**config.mk**
```make
export PLATFORM = sky130hd
export DESIGN_NAME = video_timing_gen
export DESIGN_NICKNAME = d
export VERILOG_FILES = /design/src/rtl/video_timing_gen.sv
export SDC_FILE = /design/constraint.sdc
export NUM_CORES = 1
export LEC_CHECK = 0
export BUFFER_PORTS_ARGS = -buffer_cell sky130_fd_sc_hd__buf_2
export CAP_MARGIN = 40
export CORE_UTILIZATION = 52
export CTS_CLUSTER_SIZE = 30
export DETAILED_ROUTE_END_ITERATION = 8
export PLACE_DENSITY = 0.78
export SYNTH_ARGS = -nofsm -noshare
export SYNTH_HDL_FRONTEND = slang
export SYNTH_SLANG_ARGS = --single-unit
```
**constraint.sdc**
```tcl
create_clock -name pixel_clk -period 2.1 [get_ports pixel_clk]
set_input_delay 0.525 -clock pixel_clk [delete_from_list [all_inputs] [get_ports pixel_clk]]
set_output_delay 0.525 -clock pixel_clk [all_outputs]
set_load 0.005 [all_outputs]
```
**src/rtl/video_timing_gen.sv**
```systemverilog
// video_timing_gen: raster timing for the HDMI/DVI output path.
// Produces h/v counters, sync pulses, active-video flag, pixel coordinates
// and line/frame start strobes, all registered and mutually aligned.
// Optional colour-bar test pattern: define VIDEO_TIMING_TEST_PATTERN_EN.
module video_timing_gen #(
  parameter int unsigned H_ACTIVE = 640,
  parameter int unsigned H_FP     = 16,
  parameter int unsigned H_SYNC   = 96,
  parameter int unsigned H_BP     = 48,
  parameter int unsigned V_ACTIVE = 480,
  parameter int unsigned V_FP     = 10,
  parameter int unsigned V_SYNC   = 2,
  parameter int unsigned V_BP     = 33,
  parameter bit          H_POL    = 1'b0,
  parameter bit          V_POL    = 1'b0
) (
  input  logic        pixel_clk,
  input  logic        rst_n,
  output logic        hsync,
  output logic        vsync,
  output logic [1:0]  ctl,
  output logic        active,
  output logic [11:0] x,
  output logic [11:0] y,
  output logic        line_start,
  output logic        frame_start,
  output logic [7:0]  r,
  output logic [7:0]  g,
  output logic [7:0]  b
);

  localparam int unsigned CW      = 12;
  localparam int unsigned H_TOTAL = H_ACTIVE + H_FP + H_SYNC + H_BP;
  localparam int unsigned V_TOTAL = V_ACTIVE + V_FP + V_SYNC + V_BP;

  // Region boundaries, one bit wider than the counters so an end value of
  // exactly 4096 still compares correctly.
  localparam logic [CW:0]   H_ACT_END   = (CW+1)'(H_ACTIVE);
  localparam logic [CW:0]   H_SYNC_BEG  = (CW+1)'(H_ACTIVE + H_FP);
  localparam logic [CW:0]   H_SYNC_END  = (CW+1)'(H_ACTIVE + H_FP + H_SYNC);
  localparam logic [CW:0]   V_ACT_END   = (CW+1)'(V_ACTIVE);
  localparam logic [CW:0]   V_SYNC_BEG  = (CW+1)'(V_ACTIVE + V_FP);
  localparam logic [CW:0]   V_SYNC_END  = (CW+1)'(V_ACTIVE + V_FP + V_SYNC);
  localparam logic [CW-1:0] H_LAST      = CW'(H_TOTAL - 1);
  localparam logic [CW-1:0] V_LAST      = CW'(V_TOTAL - 1);

  logic [CW-1:0] h_cnt, v_cnt;
  logic [CW-1:0] h_nxt, v_nxt;
  logic [CW:0]   h_ext, v_ext;
  logic          h_wrap;
  logic          hs_on, vs_on, act_c, ls_c, fs_c;
  logic          hs_lvl, vs_lvl;

  // Next counter values: h wraps at H_TOTAL-1, v advances on h wrap.
  always_comb begin
    h_wrap = (h_cnt == H_LAST);
    h_nxt  = h_cnt + CW'(1);
    v_nxt  = v_cnt;
    if (h_wrap) begin
      h_nxt = '0;
      if (v_cnt == V_LAST) v_nxt = '0;
      else                 v_nxt = v_cnt + CW'(1);
    end
  end

  // Region decode of the current counter state; feeds the output registers only.
  always_comb begin
    h_ext  = {1'b0, h_cnt};
    v_ext  = {1'b0, v_cnt};
    hs_on  = (h_ext >= H_SYNC_BEG) && (h_ext < H_SYNC_END);
    vs_on  = (v_ext >= V_SYNC_BEG) && (v_ext < V_SYNC_END);
    act_c  = (h_ext < H_ACT_END) && (v_ext < V_ACT_END);
    ls_c   = (h_cnt == '0);
    fs_c   = (h_cnt == '0) && (v_cnt == '0);
    hs_lvl = hs_on ? H_POL : ~H_POL;
    vs_lvl = vs_on ? V_POL : ~V_POL;
  end

  // Raster counters.
  always_ff @(posedge pixel_clk) begin
    if (!rst_n) begin
      h_cnt <= '0;
      v_cnt <= '0;
    end else begin
      h_cnt <= h_nxt;
      v_cnt <= v_nxt;
    end
  end

  // Timing outputs, one cycle behind the counters.
  always_ff @(posedge pixel_clk) begin
    if (!rst_n) begin
      hsync       <= ~H_POL;
      vsync       <= ~V_POL;
      ctl         <= {~V_POL, ~H_POL};
      active      <= 1'b0;
      x           <= '0;
      y           <= '0;
      line_start  <= 1'b0;
      frame_start <= 1'b0;
    end else begin
      hsync       <= hs_lvl;
      vsync       <= vs_lvl;
      ctl         <= {vs_lvl, hs_lvl};
      active      <= act_c;
      x           <= h_cnt;
      y           <= v_cnt;
      line_start  <= ls_c;
      frame_start <= fs_c;
    end
  end

`ifdef VIDEO_TIMING_TEST_PATTERN_EN
  // Bar width; a degenerate H_ACTIVE < 8 collapses to 1-pixel bars.
  localparam int unsigned   BW      = (H_ACTIVE / 8 == 0) ? 1 : H_ACTIVE / 8;
  localparam logic [CW-1:0] BW_LAST = CW'(BW - 1);

  logic [CW-1:0] bar_pos, bar_pos_nxt;
  logic [2:0]    bar_idx, bar_idx_nxt;

  // Bar tracker advances with h_cnt; bar 7 absorbs any remainder pixels.
  always_comb begin
    bar_pos_nxt = bar_pos;
    bar_idx_nxt = bar_idx;
    if (h_wrap) begin
      bar_pos_nxt = '0;
      bar_idx_nxt = '0;
    end else if (bar_idx != 3'd7) begin
      if (bar_pos == BW_LAST) begin
        bar_pos_nxt = '0;
        bar_idx_nxt = bar_idx + 3'd1;
      end else begin
        bar_pos_nxt = bar_pos + CW'(1);
      end
    end
  end

  // Bar tracker state, aligned with h_cnt.
  always_ff @(posedge pixel_clk) begin
    if (!rst_n) begin
      bar_pos <= '0;
      bar_idx <= '0;
    end else begin
      bar_pos <= bar_pos_nxt;
      bar_idx <= bar_idx_nxt;
    end
  end

  // Colour lookup: white, yellow, cyan, green, magenta, red, blue, black
  // maps to r = ~idx[1], g = ~idx[2], b = ~idx[0]; blanked outside active.
  always_ff @(posedge pixel_clk) begin
    if (!rst_n) begin
      r <= '0;
      g <= '0;
      b <= '0;
    end else if (act_c) begin
      r <= {8{~bar_idx[1]}};
      g <= {8{~bar_idx[2]}};
      b <= {8{~bar_idx[0]}};
    end else begin
      r <= '0;
      g <= '0;
      b <= '0;
    end
  end
`else
  // No test pattern: pixel data tied low.
  assign r = '0;
  assign g = '0;
  assign b = '0;
`endif

endmodule

```
-- After elaboration in Yosys (flattened, before gate mapping)
Cells that the tools add are included.
- output and inout port bits: 55
- register bits after elaboration: 55
- bits of input ports: 2
- $add $sub $neg: 2
- order comparisons: 6
- equality and inequality tests: 2
- mux-type cells: 3
- bitwise gates (word level): 1
- reduce and logical (&&, ||, !) cells: 7
- operator list (operator ; number):
    12-bit by 1-bit adder with 12-bit output (second input constant) ; 2
    12-bit by 10-bit == test with 1-bit output (second input constant) ; 2
    12-bit logical NOT ; 2
    12-bit by 10-bit less-than comparator with 1-bit output (second input constant) ; 2
    12-bit by 9-bit less-than comparator with 1-bit output (second input constant) ; 2
    12-bit by 10-bit >= comparator with 1-bit output (second input constant) ; 1
    12-bit by 9-bit >= comparator with 1-bit output (second input constant) ; 1
    12-bit two-way mux ; 1
    1-bit logical AND ; 4
    1-bit two-way mux ; 2
    2-bit OR reduction ; 1
    1-bit inverter ; 1

-- Logic depth before layout (Yosys ltp)
Gate-level depths: netlist (run 1).
- depth in word-level cells: 3
- gate-level depth with buffers: 6
- depth with buffers taken out: 6

-- Worst setup path before layout (run 1)
OpenSTA, ideal clock, no wires.
- kind: register to register
- start point: reg h_cnt[6]
- end point: reg v_cnt[8]
- setup time: 0.072 ns
- clock period less this slack: 1.908 ns
- slack: 0.192 ns
- cell stages (with the launch flop): 6
- data arrival time: 1.836 ns
- path through: dfxtp_1 or3_1 clkbuf_2 or4_4 or3_1 a21oi_1
- longest elaborated chain between the ends: 1
- ends and longest elaborated chain (element ; line ; source):
    start, declared ; 47 ; logic [CW-1:0] h_cnt, v_cnt;
    start signal, assigned ; 85 ; h_cnt <= h_nxt;
    12-bit by 10-bit == test with 1-bit output ; 56 ; h_wrap = (h_cnt == H_LAST);
    end signal, assigned ; 86 ; v_cnt <= v_nxt;
    end, declared ; 47 ;
No other way between the ends.
A chain may end at the register's enable or synchronous reset.

-- Worst setup path in the final report (run 1)
- start point: reg h_cnt[0]
- end point: reg v_cnt[8]
Same word-level chain as after synthesis.

==> summary.md, run 1 <==
| Metric | Value |
|---|---|
| Syn avg cell area | `9.184 µm²` |
| Flops & latches, synth | `53` |
| Register area share after synthesis | `47.35%` |
| Worst hold path type | `flip-flop to flip-flop` |
| Max Root-Sink Buffers | `2` |
| Period Utilization, post-route | `93.07%` |
| Vias in the first global route | `1433` |
| Clock Pin Slew Worst Setup and Hold Paths | `roughly 0.090 ns` |
| CTS tree | `yes` |
| CTS H-tree depth | `2` |
| Tot GR Track Use | `19.79%` |
| Vias/cell | `just over 5` |
| Setup_tns | `0 ns` |
| Fmax | `511.6 MHz` |
| Post-CTS setup buffers | `0` |
| Setup crit start kind | `flip-flop` |
| Max-slew violations | `0` |
| RSZ-0062 raised after global routing | `no` |
| Hold Crit Depth | `1` |
| Arrival @ worst endpoint | `roughly 2.2 ns` |
| P per Cell Area | `~650 nW/µm²` |
| Hold slack | `0.4739 ns` |
| Worst IR Drop VDD | `0.4130 mV` |
| Most frequent cells in the layout | `dfxtp_1 (51), buf_2 (32), and2_1 (27), conb_1 (24), nor2_1 (16)` |
| Synth Instances | `roughly 240` |
| Final hold violation count | `0` |
| Top cell type's share of synthesized area | `47.35%` |
| First-pass GRT wire length | `around 6600 µm` |
| Num CTS Buffers | `5` |
| Placeable Area | `between 4000 and 5000 µm²` |
| Largest cells by area after synthesis | `dfxtp_1 (47%), buf_4 (8.7%), and2_1 (7.5%)` |
| RePlAce Congestion | `0.9023` |
| Die H | `around 68 µm` |
| Clock Root Buffer | `clkbuf_8` |
| # port buffers | `32` |
| DRC violations left | `0` |
| Largest net degree at the start of global routing | `17` |
| Leak | `1.075 nW` |
| Initial Util | `55.23%` |
| Status | `finished clean` |
| Via count | `1712` |
| Clock Sinks | `between 50 and 60` |
| DP Area | `2425 µm²` |
| Worst-skew pair later-pin latency | `approximately 0.3 ns` |
| Most common cell after layout, fill and taps aside | `dfxtp_1` |
| Nets | `a little under 300` |
| Initial antenna violation count | `0` |
| Final std cell area, no fill | `roughly 2500 µm²` |
| Post-Syn Area | `~2200 µm²` |
| Worst reg2reg path depth | `5` |
| GR Overflow Total | `0` |
| Syn. warnings | `0` |
| Pre-CTS setup slack | `0.1045 ns` |
| TritonRoute pass-1 iters | `4` |
| Cell variety after synth | `36` |
| Fin crit period | `1.955 ns` |
| Worst path required time | `roughly 2.3 ns` |
| Area Overhead vs Synth | `12.40%` |
| Worst Skew | `0.004845 ns` |
| Initial drt markers | `approximately 140` |
| Critical Path Max Stage Delay | `0.58 ns` |
| CP Max Fanout | `6` |
| Final setup vio count | `0` |
| Die X | `67.65 µm` |
| Cell Rows | `23` |
| Critical path's slowest cell | `or4_4` |
| WL/cell | `12.07 µm` |
| Cell family with most CP delay | `simple AND/OR/NAND/NOR gates` |
| Crit. End Element | `flip-flop` |
| Critical Path Stages | `5` |
| Share of cells above drive strength 1 | `20.63%` |
| Post-route setup slack | `0.1455 ns` |
| I/O pin cnt | `57` |
| Antenna Cells | `0` |
| Max_cap viols | `0` |
| Final core occ | `between 60% and 70%` |
| Routed WL | `between 4000 and 5000 µm` |
| Die area | `4576 µm²` |
| Cell Chain, Critical Path | `ha_1 > nand4_1 > or4_4 > or3_1 > a21oi_1` |
| Final ANT Viol Nets | `0` |
| DPL Wire Length | `just under 3000 µm` |
| Area leader, netlist | `dfxtp_1` |
| Crit path buf inv count | `0` |
| CP Class | `flip-flop to flip-flop` |
-- worst paths after layout --
check                           slack (ns)           startpoint               endpoint
worst max-delay path                  0.15  h_cnt[0]$_SDFF_PP0_  v_cnt[8]$_SDFFE_PN0N_
worst min-delay path                  0.47  h_cnt[0]$_SDFF_PP0_    h_cnt[0]$_SDFF_PP0_
worst max register to register        0.15  h_cnt[0]$_SDFF_PP0_  v_cnt[8]$_SDFFE_PN0N_
worst min register to register        0.47  h_cnt[0]$_SDFF_PP0_    h_cnt[0]$_SDFF_PP0_
-- metrics by stage --
stage               total power, mW  instances
global route                  1.715        336
detailed placement            1.111        328
CTS                           1.650        336
global placement              1.110        328
floorplan                     1.120        267
finish                        1.642        336
-- cells in the mapped netlist --
library cell  instances
inv_1                 9
nor2b_1               2
or3_1                 4
nand4_1               6
nor3_1                6
xnor2_1              10
a21boi_0              2
nand3b_1              1
nor4_1                9
conb_1                1
clkbuf_2              1
nor3b_1               1
and3_1                4
nand3_1              13
o21ba_2               1
buf_4                26
nor4bb_1              1
nand4b_1              1
clkbuf_1              8
o41ai_1               1
a21oi_1               5
ha_1                  5
o31ai_1               4
or4_4                 1
nand4bb_1             1
nor2_1               16
o21ai_0               6
and3b_1               1
o21ai_1               1
dfxtp_1              53
nand2_1              11
and2_1               27
nor4b_1               1
or4_1                 1
and4_1                1
xor2_1                3
-- flip-flops by register name, indices dropped and copies added (netlist names) --
register     flops
line_start       1
ctl              1
x               12
h_cnt           12
active           1
vsync            1
v_cnt           12
y               12
frame_start      1
-- power breakdown --
| group | switching (mW) | internal (mW) |
|---|---|---|
| Combinational | 0.0398 | 0.0251 |
| Clock | 0.322 | 0.230 |
| Sequential | 0.00694 | 1.02 |
-- layer usage --
metal	track usage (%)	share of wire (%)
met1	26.15	46
met2	30.20	44
met3	5.236	7.9
met4	7.979	1.4
met5	0	0
-- timing repair --
item	CTS	global route
endpoints found under the setup margin	0	3
gates resized for setup	0	3
hold buffers	0	0
-- logic make-up (layout without fill, tap and decap cells) --
kind of cell,Yosys count,in the layout,synth area share [%]
buffers and inverters,44,63,11.78
adder cells (fa/ha/maj),5,5,2.792
XOR/XNOR,13,13,5.081
other,1,24,0.1673
AND/OR/NAND/NOR,108,108,27.30
flip-flops,53,53,47.35
AO/OA/AOI/OAI,20,20,5.527
-- cell type report --
type	instances	area, µm²
clock buffer	5	68.82
multi-input combinational	170	1007
fill	369	1539
clock inverter	3	17.52
inverter	9	33.78
timing repair buffer	46	265.3
sequential	53	1064
tap	50	62.56
No activity file was read; power rests on OpenSTA's default activity.
==> run 2, diff against run 1 <==
- CAP_MARGIN: 40 -> 0
- CTS_CLUSTER_SIZE: 30 -> 25
- GPL_TIMING_DRIVEN: default -> 0
==> run 2 against run 1 <==
  * Largest power group unchanged
  * Sequential share of layout area is 2.6 points lower
  * Core utilization is 4.2 points higher
  * Non-clock buffer count is 22 higher
  * Clock power is 1% higher
  * Wire length is 2.8% higher
  * Count of clock-buffer cells in the layout is 2 higher
  * Combinational power is 43% higher
==> summary.md, run 2 (synthesized netlist as in run 1, its figures left out) <==
| Metric | Value |
|---|---|
| Status | `finished clean` |
| First-pass GRT wire length | `6734 µm (+2.0%)` |
| Die area | `4576 µm² (unchanged)` |
| Die H | `67.65 µm (unchanged)` |
| Routed WL | `4168 µm (+2.8%)` |
| Worst reg2reg path depth | `6 (+1)` |
| Clock share of power | `33.3% (-0.4 points)` |
| Share of total power in sequential cells | `61.1% (-1.3 points)` |
| Clock Pin Slew Worst Setup and Hold Paths | `0.09 ns (about the same)` |
| Final core occ | `66.24% (+4.2 points)` |
| Antenna Cells | `0 (unchanged)` |
| Fmax | `496.5 MHz (-2.9%)` |
| RePlAce Congestion | `0.8961 (-0.69%)` |
| Vias/cell | `4.969 (-2.5%)` |
| Clock Root Buffer | `clkbuf_8` |
| Crit. End Element | `flip-flop` |
| DRC violations left | `0 (unchanged)` |
| Final ANT Viol Nets | `0 (unchanged)` |
| Vias in the first global route | `1457 (+1.7%)` |
| P per Cell Area | `624.6 nW/µm² (-4.2%)` |
| Sw frac | `22.36% (-0.11 points)` |
| # port buffers | `32 (unchanged)` |
| Num CTS Buffers | `5 (unchanged)` |
| Initial drt markers | `112 (-21%)` |
| Setup_tns | `0 ns (unchanged)` |
| Worst-skew pair later-pin latency | `0.31 ns (about the same)` |
| Worst Skew | `0.005310 ns (+0.0004650 ns)` |
| CTS tree | `yes` |
| Hold Crit Depth | `1 (unchanged)` |
| Worst IR Drop VDD | `0.2846 mV (-31%)` |
| Filler instances | `330 (-11%)` |
| Placeable Area | `4058 µm² (unchanged)` |
| TritonRoute pass-1 iters | `6 (+2)` |
| Max Root-Sink Buffers | `2 (unchanged)` |
| P_sw | `0.3753 mW (+1.7%)` |
| Final setup vio count | `0 (unchanged)` |
| Die X | `67.65 µm (unchanged)` |
| WL/cell | `11.64 µm (-3.6%)` |
| Via count | `1779 (+3.9%)` |
| Fin crit period | `2.014 ns (+0.05938 ns)` |
| Arrival @ worst endpoint | `2.22 ns (+0.02 ns)` |
| Most frequent cells in the layout | `dfxtp_1 (50), buf_2 (32), buf_4 (30), and2_1 (27), conb_1 (24)` |
| DPL Wire Length | `2920 µm (-2.2%)` |
| Worst path required time | `2.31 ns (-0.03 ns)` |
| Final hold violation count | `0 (unchanged)` |
| CP Max Fanout | `8 (+2)` |
| P_int | `1.303 mW (+2.4%)` |
| Max_cap viols | `0 (unchanged)` |
| Initial antenna violation count | `0 (unchanged)` |
| CTS H-tree depth | `2 (unchanged)` |
| Clock Sinks | `53 (unchanged)` |
| Worst hold path type | `flip-flop to flip-flop` |
| GR Overflow Total | `0 (unchanged)` |
| Period Utilization, post-route | `95.90% (+2.8 points)` |
| Power Total | `1.679 mW (+2.2%)` |
| Leak | `1.170 nW (+8.9%)` |
| Setup crit start kind | `flip-flop` |
| I/O pin cnt | `57 (unchanged)` |
| Initial Util | `55.23% (unchanged)` |
| Share of cells above drive strength 1 | `25.97% (+5.3 points)` |
| Largest net degree at the start of global routing | `16 (-1)` |
| Hold slack | `0.4718 ns (-0.002055 ns)` |
| Combinational Power Share | `5.5% (+1.5 points)` |
| Max-slew violations | `0 (unchanged)` |
| Tot GR Track Use | `20.03% (+0.24 points)` |
| Most common cell after layout, fill and taps aside | `dfxtp_1` |
| Area Overhead vs Synth | `19.93%` |
| Nets | `314 (+7.5%)` |
| CP Class | `flip-flop to flip-flop` |
| RSZ-0062 raised after global routing | `yes` |
| Post-CTS Hold Buffers | `0 (unchanged)` |
| Cell Rows | `23 (unchanged)` |
[run 2: worst paths after layout]
kind	slack, ns	end	start
max	0.09	v_cnt[5]$_SDFFE_PN0N_	v_cnt[0]$_SDFFE_PN0N_
min	0.47	h_cnt[0]$_SDFF_PP0_	h_cnt[0]$_SDFF_PP0_
max reg2reg	0.09	v_cnt[5]$_SDFFE_PN0N_	v_cnt[0]$_SDFFE_PN0N_
min reg2reg	0.47	h_cnt[0]$_SDFF_PP0_	h_cnt[0]$_SDFF_PP0_
[run 2: power by group through the flow]
stage | sequential, mW | combinational, mW | clock (mW)
6_report | 1.03 | 0.0928 | 0.560
4_1_cts | 1.02 | 0.0942 | 0.568
3_3_place_gp | 1.05 | 0.0912 | 0
3_5_place_dp | 1.05 | 0.0926 | 0
5_1_grt | 1.03 | 0.105 | 0.614
2_1_floorplan | 1.05 | 0.0724 | 0
[run 2: repair_timing]
item | 4_1_cts | 5_1_grt
resized for setup | 2 | 13
endpoints found under the setup margin | 9 | 14
pin swaps | 1 | 1
buffers inserted | 1 | 2
[run 2: layout make-up]
class / count / area [µm²] / area share, %
repair buffers: 35 / 182.7 / 6.797
inverters: 9 / 33.78 / 1.257
well taps: 50 / 62.56 / 2.328
clock inverters: 1 / 7.507 / 0.2793
plain buffers: 33 / 226.5 / 8.426
multi-input cells: 170 / 1033 / 38.45
flip-flops and latches: 53 / 1065 / 39.62
clock buffers: 7 / 76.32 / 2.840
[run 2: per-stage QoR]
stage                     cell area (µm²)  instances  setup slack, ns
after floorplan                      2327        267           0.1919
after detailed placement             2550        349          -0.1609
after global placement               2550        349          -0.1662
after CTS                            2653        358        0.0004949
after global routing                 2688        358         -0.01282
final                                2688        358          0.08608
[run 2: worst max-delay path: stages, from the launching register on]
cell,delay (ns)
dfxtp_1,0.38
inv_1,0.15
ha_1,0.18
nor4b_1,0.35
nand4_1,0.31
o21ai_4,0.34
o21ba_2,0.20
[run 2: layer usage]
layer | GRT usage [%] | part of all wire, %
met3 | 5.405 | 7.2
met5 | 0 | 0
met4 | 9.043 | 1.8
met2 | 29.95 | 45
met1 | 26.56 | 45
==> run 3, diff against run 2 <==
- CELL_PAD_IN_SITES_DETAIL_PLACEMENT: default -> 2
- CELL_PAD_IN_SITES_GLOBAL_PLACEMENT: default -> 2
- CORE_UTILIZATION: 52 -> 31
- PLACE_DENSITY: 0.78 -> default
- PLACE_DENSITY_LB_ADDON: default -> 0.1
==> run 3 against run 2 <==
  * Via count rose by 3.1%
  * Register-to-register slack barely moved
  * Clock skew rose by 0.0063 ns
  * Largest power group unchanged
  * Sequential power barely moved
  * Design area rose by 2.3%
  * Count of clock-buffer cells in the layout fell by 2
  * Largest cell class unchanged
  * Combinational power rose by 6.5%
  * Flip-flop and latch count did not move
  * Setup slack got worse by 0.014 ns
  * Clock power fell by 4.6%
  * First-iteration DRC count fell by 47%
  * Die area rose by 65%
==> summary.md, run 3 (synthesized netlist as in run 1, its figures left out) <==
| Metric | Value |
|---|---|
| Status | `finished clean` |
| Worst-skew pair later-pin latency | `0.30 ns (about the same)` |
| Clock Pin Slew Worst Setup and Hold Paths | `0.09 ns (about the same)` |
| P_int | `1.287 mW (-1.3%)` |
| CP Max Fanout | `8 (unchanged)` |
| Cell Rows | `30 (+30%)` |
| Nets | `314 (unchanged)` |
| Largest net degree at the start of global routing | `15 (-1)` |
| Critical path's slowest cell | `or4_1` |
| Initial drt markers | `59 (-47%)` |
| Leak | `1.173 nW (+0.22%)` |
| Pre-CTS setup slack | `-0.3656 ns (-0.2047 ns)` |
| Cell Chain, Critical Path | `or3_1 > buf_4 > or3_4 > or4_1 > a21oi_1` |
| Post-CTS Hold Buffers | `0 (unchanged)` |
| Post-route setup slack | `0.07165 ns (-0.01443 ns)` |
| Arrival @ worst endpoint | `2.26 ns (+0.04 ns)` |
| Period Utilization, post-route | `96.59% (+0.69 points)` |
| Placeable Area | `6907 µm² (+70%)` |
| Cell family with most CP delay | `simple AND/OR/NAND/NOR gates` |
| Max_cap viols | `0 (unchanged)` |
| Initial Util | `32.45% (-23 points)` |
| Worst hold path type | `flip-flop to flip-flop` |
| Most common cell after layout, fill and taps aside | `dfxtp_1` |
| Final hold violation count | `0 (unchanged)` |
| DPL Wire Length | `3950 µm (+35%)` |
| Worst IR Drop VDD | `0.2236 mV (-21%)` |
| Clock Sinks | `53 (unchanged)` |
| # port buffers | `32 (unchanged)` |
| Vias in the first global route | `1857 (+27%)` |
| CTS H-tree depth | `2 (unchanged)` |
| Most frequent cells in the layout | `dfxtp_1 (49), buf_2 (32), buf_4 (30), and2_1 (27), conb_1 (24)` |
| I/O pin cnt | `57 (unchanged)` |
| Die area | `7572 µm² (+65%)` |
| Share of total power in sequential cells | `61.9% (+0.8 points)` |
| Crit path buf inv count | `1 (unchanged)` |
| Fin crit period | `2.028 ns (+0.01443 ns)` |
| Antenna Cells | `0 (unchanged)` |
| Clock Root Buffer | `clkbuf_8` |
| CP Class | `flip-flop to flip-flop` |
| Critical Path Max Stage Delay | `0.51 ns (+0.13 ns)` |
| Worst Skew | `0.01156 ns (+0.006255 ns)` |
| Initial antenna violation count | `0 (unchanged)` |
| Clock share of power | `32.2% (-1.1 points)` |
| Via count | `1834 (+3.1%)` |
| RePlAce Congestion | `0.7727 (-14%)` |
| Power Total | `1.660 mW (-1.1%)` |
| P per Cell Area | `603.9 nW/µm² (-3.3%)` |
| Share of cells above drive strength 1 | `26.14% (+0.17 points)` |
| Final ANT Viol Nets | `0 (unchanged)` |
| Filler instances | `827 (+150%)` |
| Routed WL | `5444 µm (+31%)` |
| First-pass GRT wire length | `9011 µm (+34%)` |
| Vias/cell | `4.562 (-8.2%)` |
| Tot GR Track Use | `15.34% (-4.7 points)` |
| Max-slew violations | `0 (unchanged)` |
| Num CTS Buffers | `5 (unchanged)` |
| Register area | `1071 µm² (+0.59%)` |
| Area Overhead vs Synth | `22.67%` |
| DRC violations left | `0 (unchanged)` |
| Sw frac | `22.49% (+0.13 points)` |
| Combinational Power Share | `6.0% (+0.5 points)` |
| WL/cell | `13.54 µm (+16%)` |
| Die X | `87.02 µm (+29%)` |
| Max Root-Sink Buffers | `2 (unchanged)` |
| RSZ-0062 raised after global routing | `yes` |
| GR Overflow Total | `0 (unchanged)` |
| TritonRoute pass-1 iters | `4 (-2)` |
| Final core occ | `39.80% (-26 points)` |
| Die H | `87.02 µm (+29%)` |
| Crit. End Element | `flip-flop` |
| P_sw | `0.3734 mW (-0.51%)` |
| Footprint of the multi-input gates | `1039 µm² (+0.48%)` |
| CTS tree | `yes` |
| Fmax | `493.0 MHz (-0.71%)` |
| Setup crit start kind | `flip-flop` |
| Final setup vio count | `0 (unchanged)` |
| Worst path required time | `2.33 ns (+0.02 ns)` |
[run 3: metal layers]
| layer | vias up | wire (µm) | track usage, % |
|---|---|---|---|
| met4 | 0 | 72 | 4.545 |
| met5 | - | 0 | 0 |
| met1 | 886 | 2690 | 20.65 |
| met2 | 46 | 2501 | 25.05 |
| met3 | 6 | 179 | 2.654 |
| li1 | 896 | - | - |
[run 3: timing repair]
action	in CTS	in global routing
endpoints found under the hold margin	0	0
pin swaps	1	2
buffers inserted	2	1
setup endpoints to repair	20	9
gates resized for setup	8	10
[run 3: power by group through the flow]
stage | Combinational (mW) | Sequential (mW) | Clock (mW)
floorplan | 0.0724 | 1.05 | 0
global placement | 0.0952 | 1.05 | 0
detailed placement | 0.0979 | 1.05 | 0
CTS | 0.100 | 1.02 | 0.565
global route | 0.112 | 1.03 | 0.590
finish | 0.0988 | 1.03 | 0.534
[run 3: area by class of cell]
cell class | instances | share of cell area [%]
Clock buffer | 5 | 2.503
Clock inverter | 1 | 0.1821
Sequential cell | 53 | 38.96
Multi-Input combinational cell | 170 | 37.78
Inverter | 9 | 1.229
Timing Repair Buffer | 35 | 6.645
Tap cell | 96 | 4.370
Buffer | 33 | 8.330
[run 3: worst paths after layout]
path	start	end	slack (ns)	cells after the start
max	h_cnt[6]$_SDFF_PP0_	v_cnt[11]$_SDFFE_PN0N_	0.07	5
min	h_cnt[0]$_SDFF_PP0_	h_cnt[0]$_SDFF_PP0_	0.48	1
max reg2reg	h_cnt[6]$_SDFF_PP0_	v_cnt[11]$_SDFFE_PN0N_	0.07	5
min reg2reg	h_cnt[0]$_SDFF_PP0_	h_cnt[0]$_SDFF_PP0_	0.48	1
[run 3: through the flow]
stage / hold WS (ns) / instance area (µm²) / setup TNS (ns) / cells
after floorplan: 0.4485 / 2327 / 0 / 267
after global placement: 0.4765 / 2608 / -3.809 / 395
after detailed placement: 0.4879 / 2608 / -4.328 / 395
after CTS: 0.4746 / 2718 / -0.01027 / 402
after global routing: 0.4944 / 2749 / -0.04333 / 402
final: 0.4771 / 2749 / 0 / 402
[run 3: worst register-to-register path, cell delays in order (launching register included)]
cell and delay, ns:
dfxtp_4 0.37, or3_1 0.36, buf_4 0.17, or3_4 0.40, or4_1 0.51, a21oi_1 0.15
